`src/rtl/move_check_sequencer_if.sv`:
```
// Move-request / per-piece-checker / verdict bundle of the move check sequencer.
// The slave modport is the sequencer's view; the master modport is the
// surrounding game-play logic plus the per-piece checkers.
interface move_check_sequencer_if #(
    parameter int NUM_CHECKERS = 6
);
    logic                         req_valid;
    logic                         req_ready;
    logic [2:0]                   old_x;
    logic [2:0]                   old_y;
    logic [2:0]                   new_x;
    logic [2:0]                   new_y;
    logic                         side_to_move;
    logic [7:0][7:0][3:0]         board_in;     // board_in[x][y] = piece code

    logic [NUM_CHECKERS-1:0]      chk_start;
    logic [2:0]                   chk_h_delta;
    logic [2:0]                   chk_v_delta;
    logic [3:0]                   chk_piece_type;
    logic [NUM_CHECKERS-1:0]      chk_done;
    logic [NUM_CHECKERS-1:0]      chk_valid;

    logic                         result_valid;
    logic                         result_ready;
    logic                         move_valid;
    logic [2:0]                   err_code;

    modport slave (
        input  req_valid, old_x, old_y, new_x, new_y, side_to_move, board_in,
        input  chk_done, chk_valid, result_ready,
        output req_ready, chk_start, chk_h_delta, chk_v_delta, chk_piece_type,
        output result_valid, move_valid, err_code
    );

    modport master (
        output req_valid, old_x, old_y, new_x, new_y, side_to_move, board_in,
        output chk_done, chk_valid, result_ready,
        input  req_ready, chk_start, chk_h_delta, chk_v_delta, chk_piece_type,
        input  result_valid, move_valid, err_code
    );
endinterface

```
`src/rtl/move_check_sequencer.sv`:
```
// Front end of the board validator: accepts a move, rejects trivially illegal
// ones, otherwise dispatches to one per-piece checker and waits (with timeout)
// for its verdict, then hands a registered verdict back over valid/ready.
//
// state     | meaning
// ----------+------------------------------------------------------------
// IDLE      | req_ready=1, waiting for a move request
// PRECHECK  | decode source/destination pieces, register deltas, reject
// DISPATCH  | one-cycle one-hot start pulse to the selected checker
// WAIT      | wait for selected checker done, count towards timeout
// DONE      | result_valid=1, verdict held until result_ready
module move_check_sequencer #(
    parameter int NUM_CHECKERS   = 6,
    parameter int TIMEOUT_CYCLES = 16
) (
    input  logic                   CLOCK_50,
    input  logic                   reset_n,
    move_check_sequencer_if.slave  bus
);
    typedef enum logic [2:0] {
        S_IDLE     = 3'd0,
        S_PRECHECK = 3'd1,
        S_DISPATCH = 3'd2,
        S_WAIT     = 3'd3,
        S_DONE     = 3'd4
    } state_t;

    localparam int CNT_W = $clog2(TIMEOUT_CYCLES + 1);

    localparam logic [2:0] ERR_NONE    = 3'd0;
    localparam logic [2:0] ERR_EMPTY   = 3'd1;
    localparam logic [2:0] ERR_COLOUR  = 3'd2;
    localparam logic [2:0] ERR_OWN_CAP = 3'd3;
    localparam logic [2:0] ERR_TIMEOUT = 3'd4;
    localparam logic [2:0] ERR_BAD_PC  = 3'd5;

    state_t             state_q, state_d;
    logic [2:0]         old_x_q, old_y_q, new_x_q, new_y_q;
    logic               side_q;
    logic [3:0]         piece_q;
    logic [2:0]         h_delta_q, v_delta_q;
    logic [2:0]         sel_q;
    logic [CNT_W-1:0]   cnt_q;
    logic               move_valid_q;
    logic [2:0]         err_q;

    logic [3:0]         src, dst;
    logic [2:0]         pre_err;
    logic [2:0]         h_abs, v_abs;
    logic               sel_done, sel_valid, terminal;

    // Source/destination decode and the trivial-rejection checks, in priority order
    always_comb begin
        src     = bus.board_in[old_x_q][old_y_q];
        dst     = bus.board_in[new_x_q][new_y_q];
        h_abs   = (new_x_q > old_x_q) ? (new_x_q - old_x_q) : (old_x_q - new_x_q);
        v_abs   = (new_y_q > old_y_q) ? (new_y_q - old_y_q) : (old_y_q - new_y_q);
        pre_err = ERR_NONE;
        if (src == 4'b0000)
            pre_err = ERR_EMPTY;
        else if (src[2:0] == 3'd7 || src == 4'b1000)
            pre_err = ERR_BAD_PC;
        else if (src[3] != side_q)
            pre_err = ERR_COLOUR;
        else if (dst[2:0] != 3'd0 && dst[3] == src[3])
            pre_err = ERR_OWN_CAP;   // also catches old == new
    end

    // Only the dispatched checker's done/valid are observed
    always_comb begin
        sel_done  = bus.chk_done[sel_q];
        sel_valid = bus.chk_valid[sel_q];
        terminal  = (cnt_q == CNT_W'(TIMEOUT_CYCLES - 1));
    end

    // State register
    always_ff @(posedge CLOCK_50 or negedge reset_n) begin
        if (!reset_n) state_q <= S_IDLE;
        else          state_q <= state_d;
    end

    // Next-state logic
    always_comb begin
        state_d = state_q;
        case (state_q)
            S_IDLE:     if (bus.req_valid) state_d = S_PRECHECK;
            S_PRECHECK: state_d = (pre_err != ERR_NONE) ? S_DONE : S_DISPATCH;
            S_DISPATCH: state_d = S_WAIT;
            S_WAIT:     if (sel_done || terminal) state_d = S_DONE;
            S_DONE:     if (bus.result_ready) state_d = S_IDLE;
            default:    state_d = S_IDLE;
        endcase
    end

    // Moore outputs decoded from the registered state
    always_comb begin
        bus.req_ready    = (state_q == S_IDLE);
        bus.result_valid = (state_q == S_DONE);
        bus.chk_start    = '0;
        if (state_q == S_DISPATCH)
            bus.chk_start = {{(NUM_CHECKERS-1){1'b0}}, 1'b1} << sel_q;
    end

    // Request capture, checker operands, timeout counter and verdict registers
    always_ff @(posedge CLOCK_50 or negedge reset_n) begin
        if (!reset_n) begin
            old_x_q      <= '0;
            old_y_q      <= '0;
            new_x_q      <= '0;
            new_y_q      <= '0;
            side_q       <= 1'b0;
            piece_q      <= '0;
            h_delta_q    <= '0;
            v_delta_q    <= '0;
            sel_q        <= '0;
            cnt_q        <= '0;
            move_valid_q <= 1'b0;
            err_q        <= ERR_NONE;
        end else begin
            case (state_q)
                S_IDLE: begin
                    if (bus.req_valid) begin
                        old_x_q      <= bus.old_x;
                        old_y_q      <= bus.old_y;
                        new_x_q      <= bus.new_x;
                        new_y_q      <= bus.new_y;
                        side_q       <= bus.side_to_move;
                        move_valid_q <= 1'b0;
                        err_q        <= ERR_NONE;
                    end
                end
                S_PRECHECK: begin
                    piece_q   <= src;
                    h_delta_q <= h_abs;
                    v_delta_q <= v_abs;
                    sel_q     <= src[2:0] - 3'd1;
                    if (pre_err != ERR_NONE) begin
                        move_valid_q <= 1'b0;
                        err_q        <= pre_err;
                    end
                end
                // The start-pulse cycle counts as the first elapsed cycle
                S_DISPATCH: cnt_q <= CNT_W'(1);
                S_WAIT: begin
                    if (sel_done) begin
                        move_valid_q <= sel_valid;
                        err_q        <= ERR_NONE;
                    end else if (terminal) begin
                        move_valid_q <= 1'b0;
                        err_q        <= ERR_TIMEOUT;
                    end else begin
                        cnt_q <= cnt_q + CNT_W'(1);
                    end
                end
                default: ;
            endcase
        end
    end

    assign bus.chk_h_delta    = h_delta_q;
    assign bus.chk_v_delta    = v_delta_q;
    assign bus.chk_piece_type = piece_q;
    assign bus.move_valid     = move_valid_q;
    assign bus.err_code       = err_q;
endmodule

```
`src/flat_wrapper.sv`:
```
// flat-port wrapper written by rule: the top's interface ports become plain ports
module move_check_sequencer_flat 
#(
    parameter int NUM_CHECKERS   = 6,
    parameter int TIMEOUT_CYCLES = 16
)
  (CLOCK_50, reset_n, bus_req_valid, bus_old_x, bus_old_y, bus_new_x, bus_new_y, bus_side_to_move, bus_board_in, bus_chk_done, bus_chk_valid, bus_result_ready, bus_req_ready, bus_chk_start, bus_chk_h_delta, bus_chk_v_delta, bus_chk_piece_type, bus_result_valid, bus_move_valid, bus_err_code);
  move_check_sequencer_if #(.NUM_CHECKERS(NUM_CHECKERS)) bus_i ();
  input  logic CLOCK_50;
  input  logic reset_n;
  input wire logic [$bits(bus_i.req_valid)-1:0] bus_req_valid;
  input wire logic [$bits(bus_i.old_x)-1:0] bus_old_x;
  input wire logic [$bits(bus_i.old_y)-1:0] bus_old_y;
  input wire logic [$bits(bus_i.new_x)-1:0] bus_new_x;
  input wire logic [$bits(bus_i.new_y)-1:0] bus_new_y;
  input wire logic [$bits(bus_i.side_to_move)-1:0] bus_side_to_move;
  input wire logic [$bits(bus_i.board_in)-1:0] bus_board_in;
  input wire logic [$bits(bus_i.chk_done)-1:0] bus_chk_done;
  input wire logic [$bits(bus_i.chk_valid)-1:0] bus_chk_valid;
  input wire logic [$bits(bus_i.result_ready)-1:0] bus_result_ready;
  output wire logic [$bits(bus_i.req_ready)-1:0] bus_req_ready;
  output wire logic [$bits(bus_i.chk_start)-1:0] bus_chk_start;
  output wire logic [$bits(bus_i.chk_h_delta)-1:0] bus_chk_h_delta;
  output wire logic [$bits(bus_i.chk_v_delta)-1:0] bus_chk_v_delta;
  output wire logic [$bits(bus_i.chk_piece_type)-1:0] bus_chk_piece_type;
  output wire logic [$bits(bus_i.result_valid)-1:0] bus_result_valid;
  output wire logic [$bits(bus_i.move_valid)-1:0] bus_move_valid;
  output wire logic [$bits(bus_i.err_code)-1:0] bus_err_code;
  assign bus_i.req_valid = bus_req_valid;
  assign bus_i.old_x = bus_old_x;
  assign bus_i.old_y = bus_old_y;
  assign bus_i.new_x = bus_new_x;
  assign bus_i.new_y = bus_new_y;
  assign bus_i.side_to_move = bus_side_to_move;
  assign bus_i.board_in = bus_board_in;
  assign bus_i.chk_done = bus_chk_done;
  assign bus_i.chk_valid = bus_chk_valid;
  assign bus_i.result_ready = bus_result_ready;
  assign bus_req_ready = bus_i.req_ready;
  assign bus_chk_start = bus_i.chk_start;
  assign bus_chk_h_delta = bus_i.chk_h_delta;
  assign bus_chk_v_delta = bus_i.chk_v_delta;
  assign bus_chk_piece_type = bus_i.chk_piece_type;
  assign bus_result_valid = bus_i.result_valid;
  assign bus_move_valid = bus_i.move_valid;
  assign bus_err_code = bus_i.err_code;
  move_check_sequencer #(.NUM_CHECKERS(NUM_CHECKERS), .TIMEOUT_CYCLES(TIMEOUT_CYCLES)) u_core (.CLOCK_50(CLOCK_50), .reset_n(reset_n), .bus(bus_i));
endmodule
```
`config.mk`:
```
export PLATFORM = sky130hd
export DESIGN_NAME = move_check_sequencer_flat
export DESIGN_NICKNAME = d
export VERILOG_FILES = /design/src/rtl/move_check_sequencer_if.sv /design/src/rtl/move_check_sequencer.sv /design/src/flat_wrapper.sv
export SDC_FILE = /design/constraint.sdc
export NUM_CORES = 1
export LEC_CHECK = 0
export ABC_AREA = 1
export CORE_MARGIN = 2
export CORE_UTILIZATION = 35
export DETAILED_ROUTE_END_ITERATION = 8
export GPL_TIMING_DRIVEN = 0
export PLACE_DENSITY = 0.76
export SYNTH_ARGS = -nofsm -noshare
export SYNTH_HDL_FRONTEND = slang
export SYNTH_SLANG_ARGS = --single-unit
```
`constraint.sdc`:
```
create_clock -name CLOCK_50 -period 6.8 [get_ports CLOCK_50]
set_input_delay 1.36 -clock CLOCK_50 [delete_from_list [all_inputs] [get_ports CLOCK_50]]
set_output_delay 1.36 -clock CLOCK_50 [all_outputs]
set_load 0.02 [all_outputs]
```
==> summary.md <==
| Metric | Value |
|---|---|
| RSZ-0062 raised after global routing | `false` |
| Post-Layout Cell Count | `1,963` |
| RD Place Congestion | `1.03` |
| Post-CTS Resized | `0` |
| Worst setup margin | `3020 ps` |
| Routed WL | `44,300 um` |
| Layout cells sized above 1 | `6.62%` |
| Worst Hold Class | `register to register` |
| Top-Level Pins | `307` |
| Slew HR | `30.0%` |
| Antenna violations before repair | `1` |
| CTS Buf Count | `5` |
| DIE AREA | `21,600 um^2` |
| Fin util | `53.3%` |
| Crit path time final | `3780 ps` |
| Max cap viols | `0` |
| Multi-input logic area | `5260 um^2` |
| Syn Nets | `1,681` |
| Design area | `10,700 um^2` |
| Synth unique cells | `39` |
| Most common cell after layout, fill and taps aside | `nand2_1` |
| Cts hold-fix bufs | `0` |
| Post-synth ARST share | `100%` |
| Clk pin slew, worst setup/hold paths | `60 ps` |
| Antenna viol nets, final | `0` |
| Pre-antenna DRT Iters | `6` |
| Worst setup EP type | `register` |
| Row cnt | `52` |
| Largest net degree at the start of global routing | `39` |
| HPWL Detailed | `33,900 um` |
| Storage element area | `951 um^2` |
| Number of global-route vias before repair | `10,800` |
| Leakage | `5.10 nW` |
| Synthesized area | `7150 um^2` |
| Synth Area per Inst | `5.19 um^2` |
| Fin crit share | `55.6%` |
| Core area | `20,200 um^2` |
| CP dominant cell by count | `nand2_1` |
| Total track usage | `39.8%` |
| Initial Utilization | `35.4%` |
| Nets | `1,994` |
| Worst-path fanout max | `10` |
| Status | `completed` |
| Die height | `147 um` |
| Worst VDD drop | `172 uV` |
| Arrival time at the worst endpoint | `4000 ps` |
| CTS tree | `done` |
| Commonest cells after routing, fill and taps aside | `465 x nand2_1, 305 x clkdlybuf4s50_1, 278 x nand3_1, 117 x o21ai_0, 112 x nor2_1` |
| CTS Sinks | `38` |
| Setup violators final | `0` |
| CTS max path bufs | `2` |
| Wire per inst | `22.6 um` |
| Crit-path slowest cell | `clkbuf_1` |
| CP Data Required Time | `7020 ps` |
| Fin Clk Skew | `2.29 ps` |
| Number of vias per cell | `5.78` |
| Register bit total from synthesis | `38` |
| Critical path startpoint category | `register` |
| Setup TNS | `0 ps` |
| PwrDens | `437 nW/um^2` |
| Final Hold Viols | `0` |
| Fin. max-slew vios | `0` |
| Max Fclk | `264 MHz` |
| Final total power | `4.69 mW` |
| Slowest Stage Delay on Critical Path | `540 ps` |
| Global-route wire length before repair | `65,300 um` |
| Post-CTS setup buffers | `0` |
| EDFF count, synth | `0` |
| Die X | `147 um` |
| DR vias | `11,400` |
| GRT overflow | `0` |
| Initial DRC Count | `1,339` |
| Slew @ Worst Pin | `1050 ps` |
| Fillcell total | `2,129` |
| Post-synthesis sequential area ratio | `13.3%` |
| YS warnings | `0` |
| Port-buffer cells | `306` |
| Post-DP Area | `10,500 um^2` |
| Critical-path cell list | `buf_4 > buf_2 > clkbuf_1 > o21ai_0 > o22ai_1 > o21ai_0 > o221ai_1 > nand3_1 > nand2_1 > inv_2 > ha_1 > nand3_1 > nand2_1 > nor2_1 > nand3_2 > nand2_2 > nand2_1 > nand2_1` |
| H-Tree Depth | `2` |
| Post-Syn Instances | `1,378` |
| DRC violations left | `0` |
| Worst slack at placement | `2890 ps` |
| CTS root buffer | `clkbuf_16` |
| Area grow syn2layout | `50.3%` |
| Hold slack | `478 ps` |
| Critical path class | `register to register` |
| Placed instance count | `1,954` |
| Top FF cell, synth | `dfrtp_1` |
| Clock Latency Late Sink | `280 ps` |
routing by layer:
metal  vias to the layer above  global-route usage (%)  routed length, um
li1                       5136                       -                  -
met1                      5048                    49.7              16300
met2                       980                    63.2              19100
met3                       189                    9.01               5990
met4                         0                    23.1               2940
met5                         -                       0                  0
cell usage after synthesis (all sizes together) (2+ instances only):
| cell | count | area (um^2) |
|---|---|---|
| a21oi | 50 | 250 |
| buf | 78 | 442 |
| xor2 | 4 | 35.0 |
| o211ai | 11 | 82.6 |
| clkbuf | 21 | 78.8 |
| nand2 | 468 | 1760 |
| fa | 4 | 80.1 |
| dfrtp | 38 | 951 |
| nor2 | 113 | 427 |
| a32o | 2 | 20.0 |
| o21ai | 130 | 651 |
| nor3 | 10 | 50.1 |
| ha | 14 | 175 |
| a31oi | 2 | 12.5 |
| o22ai | 6 | 37.5 |
| nand4 | 4 | 25.0 |
| clkinv | 2 | 7.51 |
| or2 | 15 | 93.8 |
| o221ai | 4 | 35.0 |
| nand3 | 279 | 1400 |
| mux2i | 4 | 40.0 |
| inv | 110 | 413 |
kinds of logic (layout without fill, tap and decap cells):
logic type,Yosys count,in the layout,share of synthesized area (%)
buffers and inverters,211,525,13.2
other,0,1,0
adders and majority gates,18,18,3.57
muxes,5,5,0.718
xor gates and xnor gates,5,5,0.613
AOI/OAI and AO/OA,211,211,15.9
DFF,38,38,13.3
and+or+nand+nor,890,890,52.7
power breakdown:
| part | internal (mW) | switching (mW) |
|---|---|---|
| sequential | 0.331 | 0.105 |
| combinational | 1.26 | 2.68 |
| clock | 0.220 | 0.0904 |
final cells by class:
class / instances / area share [%]
Antenna cell: 1 / 0.0233
Multi-Input combinational cell: 1129 / 48.9
Sequential cell: 38 / 8.85
Inverter: 112 / 3.91
Buffer: 99 / 4.84
Timing Repair Buffer: 306 / 28.5
Clock inverter: 2 / 0.559
Tap cell: 270 / 3.14
Clock buffer: 6 / 1.29
worst paths after layout:
path / slack (ps) / end / startpoint / depth (start not counted)
setup reg to reg: 3020 / u_core.bus.err_code[2] / u_core.old_x_q[1] / 18
setup / recovery: 3020 / u_core.bus.err_code[2] / u_core.old_x_q[1] / 18
hold / removal: 480 / u_core.bus.move_valid / u_core.bus.move_valid / 2
max in group asynchronous: 5070 / u_core.cnt_q[4] / reset_n / 1
hold reg to reg: 480 / u_core.bus.move_valid / u_core.bus.move_valid / 2
min in group asynchronous: 1180 / u_core.bus.err_code[0] / reset_n / 1
state kept, by name, indices dropped and copies added, names as in the netlist:
signal,count
u_core.bus.chk_h_delta,3
u_core.bus.chk_piece_type,4
u_core.bus.chk_v_delta,3
u_core.bus.err_code,3
u_core.bus.move_valid,1
u_core.cnt_q,5
u_core.new_x_q,3
u_core.new_y_q,3
u_core.old_x_q,3
u_core.old_y_q,3
u_core.sel_q,3
u_core.side_q,1
u_core.state_q,3
worst max-delay path: cells and delay by family (launching register included):
| kind | cells | cell delay [ps] |
|---|---|---|
| compound gates | 4 | 900 |
| fa+ha+maj | 1 | 230 |
| buf+inv | 4 | 1120 |
| flops | 1 | 520 |
| simple gates | 9 | 930 |
Note: power is estimated with default switching activity, not from simulation.
